`src/rtl/jk_seq_pkg.sv`:
```
// Shared types and sizing helpers for the JK flip-flop command sequencer.
// The command struct is declared at the widest supported size. Each
// instance stores only jk_cmd_bits(WIDTH, CNT_W) bits per FIFO entry.
package jk_seq_pkg;

   localparam int JK_MASK_MAX = 64;
   localparam int JK_CNT_MAX  = 32;

   typedef enum logic [1:0] {
      HOLD   = 2'b00,
      SET    = 2'b01,
      CLEAR  = 2'b10,
      TOGGLE = 2'b11
   } jk_op_e;

   typedef enum logic {
      IDLE = 1'b0,
      EXEC = 1'b1
   } jk_state_e;

   typedef struct packed {
      jk_op_e                 op;
      logic [JK_MASK_MAX-1:0] mask;
      logic [JK_CNT_MAX-1:0]  count;
   } jk_cmd_t;

   // Packed width of one stored command: op, then mask, then count
   function automatic int jk_cmd_bits(input int width, input int cnt_w);
      return $bits(jk_op_e) + width + cnt_w;
   endfunction

   function automatic int jk_ptr_bits(input int depth);
      return (depth > 1) ? $clog2(depth) : 1;
   endfunction

endpackage

```
`src/rtl/jk_sequencer_fifo.sv`:
```
// Command FIFO for the JK sequencer. DEPTH must be a power of two so the
// pointers wrap naturally. A push is refused whenever the FIFO is full,
// even if a pop happens in the same cycle.
module jk_cmd_fifo
   import jk_seq_pkg::*;
#(
   parameter int DATA_W = 14,
   parameter int DEPTH  = 4
) (
   input  logic              CLK,
   input  logic              RST,
   input  logic              push,
   input  logic              pop,
   input  logic [DATA_W-1:0] din,
   output logic [DATA_W-1:0] dout,
   output logic              full,
   output logic              empty,
   output logic              empty_nxt
);

   localparam int AW = jk_ptr_bits(DEPTH);
   localparam int CW = AW + 1;
   localparam logic [CW-1:0] FULL_CNT = CW'(DEPTH);

   logic [DATA_W-1:0] mem_q [DEPTH];
   logic [AW-1:0]     wr_ptr_q, wr_ptr_d;
   logic [AW-1:0]     rd_ptr_q, rd_ptr_d;
   logic [CW-1:0]     cnt_q, cnt_d;
   logic              push_ok, pop_ok;

   assign full  = (cnt_q == FULL_CNT);
   assign empty = (cnt_q == '0);
   assign dout  = mem_q[rd_ptr_q];

   // Pointer and occupancy update for accepted pushes and pops
   always_comb begin
      push_ok   = push & ~full;
      pop_ok    = pop & ~empty;
      wr_ptr_d  = wr_ptr_q + AW'(push_ok);
      rd_ptr_d  = rd_ptr_q + AW'(pop_ok);
      cnt_d     = cnt_q + CW'(push_ok) - CW'(pop_ok);
      empty_nxt = (cnt_d == '0);
   end

   // Control registers; reset empties the FIFO
   always_ff @(posedge CLK) begin
      if (RST) begin
         wr_ptr_q <= '0;
         rd_ptr_q <= '0;
         cnt_q    <= '0;
      end else begin
         wr_ptr_q <= wr_ptr_d;
         rd_ptr_q <= rd_ptr_d;
         cnt_q    <= cnt_d;
      end
   end

   // Storage write; contents need no reset because the pointers gate them
   always_ff @(posedge CLK) begin
      if (push_ok) begin
         mem_q[wr_ptr_q] <= din;
      end
   end

endmodule

```
`src/rtl/jk_sequencer.sv`:
```
// Command-driven J/K driver for a bank of WIDTH JK flip-flops.
// Optional macro JKSEQ_SHADOW_EN adds a shadow model of the bank's Q
// outputs (q_shadow) and a registered compare against q_in.
//
// state | meaning
// IDLE  | nothing executing; J=K=0; pops the FIFO head when one is present
// EXEC  | driving the current command; cnt_q holds the remaining cycles - 1
module jk_sequencer
   import jk_seq_pkg::*;
#(
   parameter int WIDTH = 4,
   parameter int DEPTH = 4,
   parameter int CNT_W = 8
) (
   input  logic             CLK,
   input  logic             RST,
   input  logic             cmd_valid,
   output logic             cmd_ready,
   input  logic [1:0]       cmd_op,
   input  logic [WIDTH-1:0] cmd_mask,
   input  logic [CNT_W-1:0] cmd_count,
   output logic [WIDTH-1:0] J,
   output logic [WIDTH-1:0] K,
   output logic             busy,
   output logic             done
`ifdef JKSEQ_SHADOW_EN
   ,
   input  logic [WIDTH-1:0] q_in,
   output logic [WIDTH-1:0] q_shadow,
   output logic             shadow_mismatch
`endif
);

   localparam int CMD_W = jk_cmd_bits(WIDTH, CNT_W);

   jk_state_e        state_q, state_d;
   logic [CNT_W-1:0] cnt_q, cnt_d;
   logic [WIDTH-1:0] j_q, j_d, k_q, k_d;
   logic             done_q, done_d;
   logic             busy_q, busy_d;

   logic             fifo_pop, fifo_full, fifo_empty, fifo_empty_nxt;
   logic [CMD_W-1:0] fifo_dout;
   jk_cmd_t          head;
   logic [WIDTH-1:0] head_mask;
   logic [CNT_W-1:0] head_count;

   jk_cmd_fifo #(
      .DATA_W (CMD_W),
      .DEPTH  (DEPTH)
   ) u_fifo (
      .CLK       (CLK),
      .RST       (RST),
      .push      (cmd_valid),
      .pop       (fifo_pop),
      .din       ({cmd_op, cmd_mask, cmd_count}),
      .dout      (fifo_dout),
      .full      (fifo_full),
      .empty     (fifo_empty),
      .empty_nxt (fifo_empty_nxt)
   );

   // Unpack the FIFO head into the command struct
   always_comb begin
      head.op    = jk_op_e'(fifo_dout[CMD_W-1 -: 2]);
      head.mask  = JK_MASK_MAX'(fifo_dout[CNT_W +: WIDTH]);
      head.count = JK_CNT_MAX'(fifo_dout[CNT_W-1:0]);
      head_mask  = head.mask[WIDTH-1:0];
      head_count = head.count[CNT_W-1:0];
   end

   // Next state, run counter and J/K drive; a pop loads the next command
   // directly so back-to-back commands leave no gap
   always_comb begin
      state_d  = state_q;
      cnt_d    = cnt_q;
      j_d      = j_q;
      k_d      = k_q;
      done_d   = 1'b0;
      fifo_pop = 1'b0;
      case (state_q)
         IDLE: fifo_pop = ~fifo_empty;
         EXEC: begin
            if (cnt_q != '0) begin
               cnt_d  = cnt_q - CNT_W'(1);
               done_d = (cnt_q == CNT_W'(1));
            end else if (!fifo_empty) begin
               fifo_pop = 1'b1;
            end else begin
               state_d = IDLE;
               j_d     = '0;
               k_d     = '0;
            end
         end
         default: begin
            state_d = IDLE;
            j_d     = '0;
            k_d     = '0;
         end
      endcase
      if (fifo_pop) begin
         state_d = EXEC;
         cnt_d   = '0;
         case (head.op)
            SET: begin
               j_d = head_mask;
               k_d = '0;
            end
            CLEAR: begin
               j_d = '0;
               k_d = head_mask;
            end
            TOGGLE: begin
               j_d   = head_mask;
               k_d   = head_mask;
               cnt_d = head_count;
            end
            default: begin
               j_d   = '0;
               k_d   = '0;
               cnt_d = head_count;
            end
         endcase
         done_d = (cnt_d == '0);
      end
   end

   // Busy looks at post-edge state so it drops right after the last done
   assign busy_d = (state_d != IDLE) || !fifo_empty_nxt;

   // Sequencer registers
   always_ff @(posedge CLK) begin
      if (RST) begin
         state_q <= IDLE;
         cnt_q   <= '0;
         j_q     <= '0;
         k_q     <= '0;
         done_q  <= 1'b0;
         busy_q  <= 1'b0;
      end else begin
         state_q <= state_d;
         cnt_q   <= cnt_d;
         j_q     <= j_d;
         k_q     <= k_d;
         done_q  <= done_d;
         busy_q  <= busy_d;
      end
   end

   assign cmd_ready = ~fifo_full;
   assign J         = j_q;
   assign K         = k_q;
   assign done      = done_q;
   assign busy      = busy_q;

`ifdef JKSEQ_SHADOW_EN
   logic [WIDTH-1:0] q_shadow_q, q_shadow_d;
   logic             mismatch_q, mismatch_d;

   // Shadow Q follows the JK rule using the J/K currently being driven
   always_comb begin
      q_shadow_d = (j_q & ~q_shadow_q) | (~k_q & q_shadow_q);
      mismatch_d = (q_in != q_shadow_q);
   end

   // Shadow registers
   always_ff @(posedge CLK) begin
      if (RST) begin
         q_shadow_q <= '0;
         mismatch_q <= 1'b0;
      end else begin
         q_shadow_q <= q_shadow_d;
         mismatch_q <= mismatch_d;
      end
   end

   assign q_shadow        = q_shadow_q;
   assign shadow_mismatch = mismatch_q;
`endif

endmodule

```
`config.mk`:
```
export PLATFORM = sky130hd
export DESIGN_NAME = jk_sequencer
export DESIGN_NICKNAME = d
export VERILOG_FILES = /design/src/rtl/jk_seq_pkg.sv /design/src/rtl/jk_sequencer_fifo.sv /design/src/rtl/jk_sequencer.sv
export SDC_FILE = /design/constraint.sdc
export NUM_CORES = 1
export LEC_CHECK = 0
export CORE_ASPECT_RATIO = 1.2
export CORE_UTILIZATION = 30
export CTS_CLUSTER_DIAMETER = 120
export DETAILED_ROUTE_END_ITERATION = 7
export GPL_ROUTABILITY_DRIVEN = 0
export REMOVE_ABC_BUFFERS = 1
export SKIP_CTS_REPAIR_TIMING = 1
export SLEW_MARGIN = 20
export SYNTH_ARGS = -nofsm -noshare
export SYNTH_HDL_FRONTEND = slang
export SYNTH_SLANG_ARGS = --single-unit
```
`constraint.sdc`:
```
create_clock -name CLK -period 3.8 [get_ports CLK]
set_clock_uncertainty 0.05 [all_clocks]
set_input_delay 0.95 -clock CLK [delete_from_list [all_inputs] [get_ports CLK]]
set_output_delay 0.95 -clock CLK [all_outputs]
set_load 0.02 [all_outputs]
```
==> out/results.txt, run 1 <==
status - complete, no violations
Synth top area share - 49.7%
top-level I/O count - 28
CP peak stage delay - 510 ps
TritonCTS Sinks - 82
vias post-DR - 1953
non-filler instance count after layout - 400
Hold EP - J[2]$_SDFFE_PP0P_
CP Data Required Time - 3940 ps
Post-Syn Instances - 227
CTS tree - yes
most frequent cell after synthesis - edfxtp_1
largest net degree at the start of global routing - 19
cell area power density - 795 nW/um^2
Avg Cell Area, Syn - 14.9 um^2
Hold Crit Depth - 2
Critical Path AT - 3300 ps
ys async rst share - 0%
# DRC - 0
Port Buffers - 27
min-delay worst type - flip-flop to flip-flop
#FFs+latches synth - 82
post-synthesis cell type count - 48
Rel. slew slack - 50.0%
Final ANT Viol Nets - 0
max_cap viols - 0
fin crit share - 83.1%
dpl hpwl - 4.16 mm
TritonCTS Buffers - 9
initial antenna violation count - 0
CP cell instances - inv_1 -> ha_1 -> or4b_4 -> o21a_4 -> nor2_8 -> ha_1 -> inv_1 -> ha_1 -> inv_1 -> fa_1 -> xor2_1 -> xnor2_1 -> a41oi_1
fin. max-slew vios - 0
Finish-stage setup viols - 0
kind of critical path - flip-flop to flip-flop
synth warn - 0
WL/cell - 15.0 um
die width - 98.9 um
Remaining Overflow, GRT - 0
RSZ-0062 raised after global routing - no
leading area contributor after synthesis - edfxtp_1
share of layout cells above drive strength 1 - 17.2%
Initial Util - 30.8%
die height - 118 um
Final Critical Period - 3160 ps
clk buf depth - 2
EDFF count, synth - 56
worst hold start - J[2]$_SDFFE_PP0P_
final hold violation count - 0
clock-pin slew on the worst setup and hold paths - 60 ps
Seq/Total Area, Yosys - 65.1%
Filler Cell Count - 1021
Ant. Diodes - 0
setup TNS - 0 ps
Max Fclk - 317 MHz
number of H-tree levels - 3
crit end category - flip-flop
family with the most delay on the worst path - adder cells
Slowest-stage cell, CP - or4b_4
Tot Pwr - 3.29 mW
crit start category - flip-flop
GR Util All Layers - 11.3%
1st-iter DRT viols - 112
Top FF cell, synth - edfxtp_1
vias in the first global route - 1941
RR Endpoint - busy$_SDFF_PP0_
peak supply drop - 0.250 mV
Worst Path Buf+Inv - 3
clk_lat worst skew - 330 ps
first-pass GRT wire length - 9.83 mm
die area - 11700 um^2
Critical R2R Launch - cnt_q[0]$_SDFFE_PP0P_
LEAKAGE - 1.41 nW
leading post-synthesis cells by cell area - edfxtp_1, dfxtp_1, mux4_2
critical path peak fanout - 11
R2R cell count - 13
root buf cell - clkbuf_16
DR pass1 iterations - 4
dpl cells - 384
# nets final - 290
vias per cell - 4.88
DRT Wirelength - 6.00 mm
Post-Syn Area - 3380 um^2
Worst Tran Pin Value - 749 ps
Core Area - 11000 um^2
Post-synth top cells - edfxtp_1, nor2_1, dfxtp_1
P&R area growth vs syn - 22.4%
Rows - 42
sequential standard cell area - 2200 um^2
R2R Setup Slk - 640 ps
Multi-input gate area - 1110 um^2
[where the power goes]
| part | switching, mW | internal [mW] |
|---|---|---|
| logic | 0.636 | 0.518 |
| registers | 0.126 | 1.12 |
| clock network | 0.315 | 0.572 |
[worst max-delay path by stage]
stage,cells past startpoint,from,endpoint,slack (ps)
after CTS,13,cnt_q[0]$_SDFFE_PP0P_,busy$_SDFF_PP0_,630
after global routing,13,cnt_q[0]$_SDFFE_PP0P_,busy$_SDFF_PP0_,470
after detailed placement,13,cnt_q[0]$_SDFFE_PP0P_,busy$_SDFF_PP0_,630
after global placement,13,cnt_q[0]$_SDFFE_PP0P_,busy$_SDFF_PP0_,710
after floorplan,13,cnt_q[0]$_SDFFE_PP0P_,busy$_SDFF_PP0_,850
final,13,cnt_q[0]$_SDFFE_PP0P_,busy$_SDFF_PP0_,640
[sequential cells by signal (all words and copies together) (netlist names)]
register / flops
cnt_q: 8
u_fifo.mem_q: 56
busy: 1
J: 4
K: 4
state_q: 1
u_fifo.rd_ptr_q: 2
u_fifo.cnt_q: 3
done: 1
u_fifo.wr_ptr_q: 2
[kinds of logic (layout without fill, tap and decap cells)]
kind of cell               Yosys count  count (layout)  synth area share, %
AOI/OAI and AO/OA                   33              33                 7.47
xor gates and xnor gates             4               4                 1.04
adders and majority gates           10              10                 3.92
buffers and inverters               18              59                 2.33
DFF                                 82              82                 65.1
muxes                               16              16                 9.58
and+or+nand+nor                     64              64                 10.5
[final cells by class]
type / count / area share [%]
Sequential cell: 82 / 53.2
Multi-Input combinational cell: 127 / 26.8
Timing Repair Buffer: 34 / 7.80
Clock buffer: 12 / 5.71
Tap cell: 132 / 3.99
Clock inverter: 4 / 1.66
Inverter: 9 / 0.816
[per-layer routing]
| layer | up-vias | GRT usage [%] | part of all wire [%] |
|---|---|---|---|
| met1 | 964 | 13.8 | 46 |
| met5 | - | 0 | 0 |
| met2 | 32 | 18.2 | 49 |
| met3 | 8 | 2.90 | 3.7 |
| met4 | 0 | 5.88 | 2.0 |
| li1 | 949 | - | - |
[worst register-to-register path, delay by kind of cell (launching register included)]
| kind | cells | cell delay (ps) |
|---|---|---|
| AOI/OAI and AO/OA | 2 | 410 |
| xor gates and xnor gates | 2 | 380 |
| buffers and inverters | 3 | 220 |
| DFF | 1 | 340 |
| and+or+nand+nor | 2 | 700 |
| adders and majority gates | 4 | 950 |
[cell usage in the layout, fill, tap and decap left out, types with 2 or more instances in the layout]
master           count
inv_1                9
buf_4                7
a22oi_1              8
o21ai_1              2
clkbuf_1             3
a31oi_1              4
o221ai_1             2
nor2b_1              2
bufinv_16            2
nand2_1              8
dfxtp_1             26
mux4_2              13
clkdlybuf4s50_1     27
nor3_4               3
and3_1               2
a211oi_1             2
nor3_1               4
nor2_1              27
nor4_1               3
xnor2_1              3
mux2i_1              2
clkbuf_16            9
edfxtp_1            56
nand3_1              5
ha_1                 9
a21oi_1              4
[metrics by stage]
step           area (um^2)  hold WS (ps)  worst slack (ps)  util [%]
5_1_grt               4140           497               467      37.7
3_5_place_dp          3830           458               634      34.9
3_3_place_gp          3830           444               706      34.9
2_1_floorplan         3340           429               849         -
4_1_cts               4140           475               630      37.7
6_report              4140           471               642      37.7
(Power assumes the default switching activity.)
==> run 2: changes to the inputs <==
clock period = 3.1 ns   (was 3.8 ns; I/O delays follow)
==> out/results.txt, run 2 (same netlist as run 1, synthesis figures left out) <==
GR Util All Layers - 10.9% (was 11.3%)
Port Buffers - 27 (unchanged)
die height - 118 um (unchanged)
Remaining Overflow, GRT - 0 (unchanged)
setup TNS - 0 ps (unchanged)
max reg flops - 56 (unchanged)
die area - 11700 um^2 (unchanged)
LEAKAGE - 1.44 nW (was 1.41 nW)
1st-iter DRT viols - 130 (was 112)
# nets final - 293 (was 290)
clk_lat worst skew - 330 ps (about the same)
number of H-tree levels - 3 (unchanged)
critical path peak fanout - 5 (was 11)
peak supply drop - 0.462 mV (was 0.250 mV)
RR Endpoint - busy$_SDFF_PP0_ (unchanged)
Critical R2R Launch - cnt_q[1]$_SDFFE_PP0P_ (was cnt_q[0]$_SDFFE_PP0P_)
worst hold start - J[1]$_SDFFE_PP0P_ (was J[2]$_SDFFE_PP0P_)
first-pass GRT wire length - 9.66 mm (was 9.83 mm)
vias in the first global route - 1956 (was 1941)
register name with the most flops - u_fifo.mem_q (unchanged)
WL/cell - 14.6 um (was 15.0 um)
Hold EP - J[1]$_SDFFE_PP0P_ (was J[2]$_SDFFE_PP0P_)
root buf cell - clkbuf_16 (unchanged)
RSZ-0062 raised after global routing - no (unchanged)
non-filler instance count after layout - 403 (was 400)
Hold Crit Depth - 2 (unchanged)
die width - 98.9 um (unchanged)
clock-pin slew on the worst setup and hold paths - 60 ps (about the same)
crit start category - flip-flop (unchanged)
final hold violation count - 0 (unchanged)
Final ANT Viol Nets - 0 (unchanged)
Initial Util - 30.8% (unchanged)
cell area power density - 979 nW/um^2 (was 795 nW/um^2)
Ant. Diodes - 0 (unchanged)
largest net degree at the start of global routing - 20 (was 19)
dpl hpwl - 4.07 mm (was 4.16 mm)
share of layout cells above drive strength 1 - 20.7% (was 17.2%)
Final Critical Period - 2950 ps (was 3160 ps)
max_cap viols - 0 (unchanged)
CTS tree - yes (unchanged)
Max Fclk - 339 MHz (was 317 MHz)
vias post-DR - 1998 (was 1953)
min-delay worst type - flip-flop to flip-flop (unchanged)
TritonCTS Buffers - 9 (unchanged)
top-level I/O count - 28 (unchanged)
kind of critical path - flip-flop to flip-flop (unchanged)
Critical Path AT - 3100 ps (was 3300 ps)
Finish-stage setup viols - 0 (unchanged)
Tot Pwr - 4.10 mW (was 3.29 mW)
R2R Setup Slk - 150 ps (was 640 ps)
R2R cell count - 13 (unchanged)
worst hold slack - 462 ps (was 471 ps)
vias per cell - 4.96 (was 4.88)
# DRC - 0 (unchanged)
P&R area growth vs syn - 23.8% (was 22.4%)
fin. max-slew vios - 0 (unchanged)
commonest non-fill, non-tap cell in the layout - edfxtp_1 (unchanged)
crit end category - flip-flop (unchanged)
largest registers - u_fifo.mem_q: 56 flops, cnt_q: 8 flops (unchanged)
clk buf depth - 2 (unchanged)
status - complete, no violations (unchanged)
Worst Tran Pin Value - 443 ps (was 749 ps)
dpl cells - 386 (was 384)
DR pass1 iterations - 4 (unchanged)
DRT Wirelength - 5.87 mm (was 6.00 mm)
fin crit share - 95.2% (was 83.1%)
Rows - 42 (unchanged)
initial antenna violation count - 0 (unchanged)
CP Data Required Time - 3250 ps (was 3940 ps)
Rel. slew slack - 70.4% (was 50.0%)
TritonCTS Sinks - 82 (unchanged)
Core Area - 11000 um^2 (unchanged)
most frequent cells in the layout - edfxtp_1, nor2_1, clkdlybuf4s50_1, dfxtp_1, mux4_2 (unchanged)
[run 2: cell count changes in the layout (fill, tap and decap cells not counted), moves of 2 or more]
cell,previous run,this run
buf_4,7,10
clkbuf_1,3,1
clkbuf_8,0,2
inv_1,9,7
inv_2,0,2
[run 2: report_power, final]
part,total [mW],switching (mW),internal (mW)
registers,1.53,0.152,1.38
clock network,1.12,0.399,0.718
logic,1.46,0.792,0.663
total,4.10,1.34,2.76
[run 2: worst max-delay path by stage]
stage / from / to / slack (ps)
floorplan: cnt_q[0]$_SDFFE_PP0P_ / busy$_SDFF_PP0_ / 150
global placement: cnt_q[0]$_SDFFE_PP0P_ / busy$_SDFF_PP0_ / 130
detailed placement: cnt_q[1]$_SDFFE_PP0P_ / busy$_SDFF_PP0_ / 90
CTS: cnt_q[0]$_SDFFE_PP0P_ / busy$_SDFF_PP0_ / 70
global route: cnt_q[1]$_SDFFE_PP0P_ / busy$_SDFF_PP0_ / 4
finish: cnt_q[1]$_SDFFE_PP0P_ / busy$_SDFF_PP0_ / 150
[run 2: routing by layer]
| layer | track usage [%] | vias to the layer above | wire length (um) |
|---|---|---|---|
| li1 | - | 951 | - |
| met1 | 12.9 | 992 | 2500 |
| met2 | 18.8 | 46 | 3020 |
| met3 | 1.89 | 9 | 247 |
| met4 | 5.97 | 0 | 103 |
| met5 | 0 | - | 0 |
[run 2: stage by stage]
| step | instance area [um^2] | setup slack, ps | utilization (%) |
|---|---|---|---|
| after global routing | 4190 | 4.23 | 38.1 |
| after floorplan | 3340 | 149 | - |
| after detailed placement | 3850 | 86.9 | 35.1 |
| after CTS | 4180 | 74.7 | 38.0 |
| final | 4190 | 148 | 38.1 |
| after global placement | 3850 | 133 | 35.1 |
[run 2: worst max-delay path, stage by stage (launching register included)]
cell,delay (ps)
dfxtp_1,330
inv_2,80
ha_2,180
or4b_4,500
o21a_4,260
nor2_8,80
ha_1,220
inv_1,50
ha_1,130
inv_1,50
fa_1,370
xor2_1,180
xnor2_1,210
a41oi_1,130
[run 2: final cells by class]
type | instances | area [um^2]
well taps | 132 | 165
multi-input cells | 127 | 1110
repair buffers | 37 | 345
inverters | 9 | 33.8
fillers | 996 | 6800
clock buffers | 13 | 282
flip-flops and latches | 82 | 2200
clock inverters | 3 | 43.8
==> run 3: changes to the inputs <==
SLEW_MARGIN = not set   (was 20)
==> results of run 3 <==
Final layout, timing and power as in run 2 (identical DEF).
==> patch: new RTL, flow settings as in run 2 <==
Change the parameter `WIDTH` from 4 to 5.
--- a/src/rtl/jk_sequencer.sv
+++ b/src/rtl/jk_sequencer.sv
@@ -8,7 +8,7 @@
 module jk_sequencer
    import jk_seq_pkg::*;
 #(
-   parameter int WIDTH = 4,
+   parameter int WIDTH = 5,
    parameter int DEPTH = 4,
    parameter int CNT_W = 8
 ) (
Interface: changed (resized J, K and cmd_mask); port bits go from 28 to 31. No check against the original RTL was run, so the function may have changed too.
==> patch against run 2 <==
  * Critical path type unchanged
  * Global-route usage increased by 1.7 points
  * Utilization decreased by 0.12 points
  * Wire length increased by 20%
  * Power grew 3.4%
  * Non-clock buffer count up 5
  * First-iteration DRC count down 11%
  * Clock power is 11% lower
  * Setup slack better by 0.094 ns
  * Area after synthesis up 7.1%
  * Sequential cell count is 6 higher
  * Final area increased by 6.0%
  * Die area rose by 7.0%
==> patch: results (changes against run 2) <==
pin count of the biggest net entering global routing=19 (-5.0%); Min-Delay Path Class=reg -> reg; # H-tree levels=3 (unchanged); Synth top cells by count=60 x edfxtp_1, 28 x dfxtp_1, 16 x nor2_1; Buffers on Ports=30 (+11%); CP arrival=3.02 ns (-0.08 ns); sequential share of the synthesized area=0.652 (+0.00103); asr flop ratio synth=0 (unchanged); vias per cell=4.85 (-2.3%); Max stage delay on crit path=0.58 ns (+0.08 ns); Pre-antenna DRT Iters=4 (unchanged); worst vdd ir=0.272 mV (-41%); fin nets=308 (+5.1%); Post-synth top flop=edfxtp_1; worst-path fanout max=6 (+1); vias in the first global route=2227 (+14%); Post-Route WL=7010 um (+20%); Avg Inst Size Synth=15.2 um^2 (+2.2%); WL/cell=15.9 um (+9.0%); family with the most delay on the worst path=adder cells; first-pass GRT wire length=11600 um (+20%); yosys warns=0 (unchanged); Clock Pin Slew Worst Setup and Hold Paths=0.07 ns; CTS Buffer Depth=2 (unchanged); P_leak=0.00150 uW (+4.2%); status=finished, final reports clean; Root Buffer=clkbuf_16; HPWL after detailed placement=4860 um (+19%); GRT Util Overall=0.126 (+0.0166); Antenna Cells=0 (unchanged); number of library cell types mapped by synthesis=52 (+8.3%); Largest regs=u_fifo.mem_q (60), cnt_q (8); Cells after DPL=426 (+10%); layout cell share with drive strength beyond 1=0.175 (-0.0312); clock latency on the worst-skew pair=0.33 ns (about the same); synth top area cells=edfxtp_1 50%, dfxtp_1 15%, mux4_2 9.3%; Num CTS Buffers=9 (unchanged); Final TNS setup=0 ns (unchanged); CP max stage cell=or4_4; initial DRC count=116 (-11%); Filler Cells Inserted=1123 (+13%); Slew @ Worst Pin=0.732 ns (+0.289 ns); Post-synth EDFFs=60 (+7.1%); initial antenna violation count=0 (unchanged)
patch: cell types whose count changed after synthesis, moves of 3 or more:
| cell | before | now |
|---|---|---|
| a21oi_1 | 4 | 7 |
| a22o_1 | 0 | 5 |
| a22oi_1 | 8 | 0 |
| edfxtp_1 | 56 | 60 |
| nand4_1 | 0 | 7 |
| nor2_1 | 27 | 16 |
| nor3_1 | 5 | 2 |
| nor3_4 | 3 | 0 |
| o21ai_0 | 1 | 8 |
patch: logic make-up (layout without fill, tap and decap cells):
group / after synthesis / count (layout) / synth area share
compound gates: 42 / 42 / 0.0850
buf+inv: 21 / 68 / 0.0259
simple gates: 55 / 55 / 0.0884
xor+xnor: 4 / 4 / 0.00967
fa+ha+maj: 10 / 10 / 0.0366
flops: 88 / 88 / 0.652
mux: 18 / 18 / 0.102
patch: final cells by class:
cell class / count / area, um^2 / share of cell area
clock inverter: 6 / 42.5 / 0.00959
inverter: 10 / 37.5 / 0.00846
clock buffer: 10 / 229 / 0.0516
sequential: 88 / 2360 / 0.532
timing repair buffer: 42 / 390 / 0.0880
multi-input combinational: 129 / 1180 / 0.266
tap: 157 / 196 / 0.0443
patch: stage by stage:
stage	cell area, um^2	total power, uW	worst slack [ns]	util
after floorplan	3570	2720	0.0815	-
final	4440	4240	0.242	0.380
after global placement	4160	3250	0.247	0.357
after global routing	4440	4510	0.0212	0.380
after detailed placement	4160	3270	0.210	0.357
after CTS	4430	4280	0.182	0.380
patch: layer usage:
metal	GRT usage	vias to the layer above	share of wire
li1	-	1013	-
met1	0.150	1083	0.43
met2	0.217	39	0.51
met3	0.0325	7	0.038
met4	0.0455	0	0.013
met5	0	-	0
patch: worst reg2reg max path, delay by kind of cell (launching register included):
family	cells	cell delay, ns
flip-flops	1	0.36
AO/OA/AOI/OAI	2	0.34
AND/OR/NAND/NOR	2	0.68
buffers and inverters	3	0.18
XOR/XNOR	2	0.38
adder cells (fa/ha/maj)	3	0.72
patch: worst paths after layout:
kind                               start    to  depth (start not counted)  slack [ns]
worst min-delay path                J[4]  J[4]                          2        0.43
worst max-delay path            cnt_q[2]  busy                         12        0.24
worst min register to register      J[4]  J[4]                          2        0.43
worst max register to register  cnt_q[2]  busy                         12        0.24
patch: power breakdown:
| part | leakage (uW) | internal (uW) | switching [uW] |
|---|---|---|---|
| Combinational | 0.000588 | 721 | 878 |
| Sequential | 0.000780 | 1480 | 165 |
| Clock | 0.000131 | 546 | 446 |
| Total | 0.00150 | 2750 | 1490 |
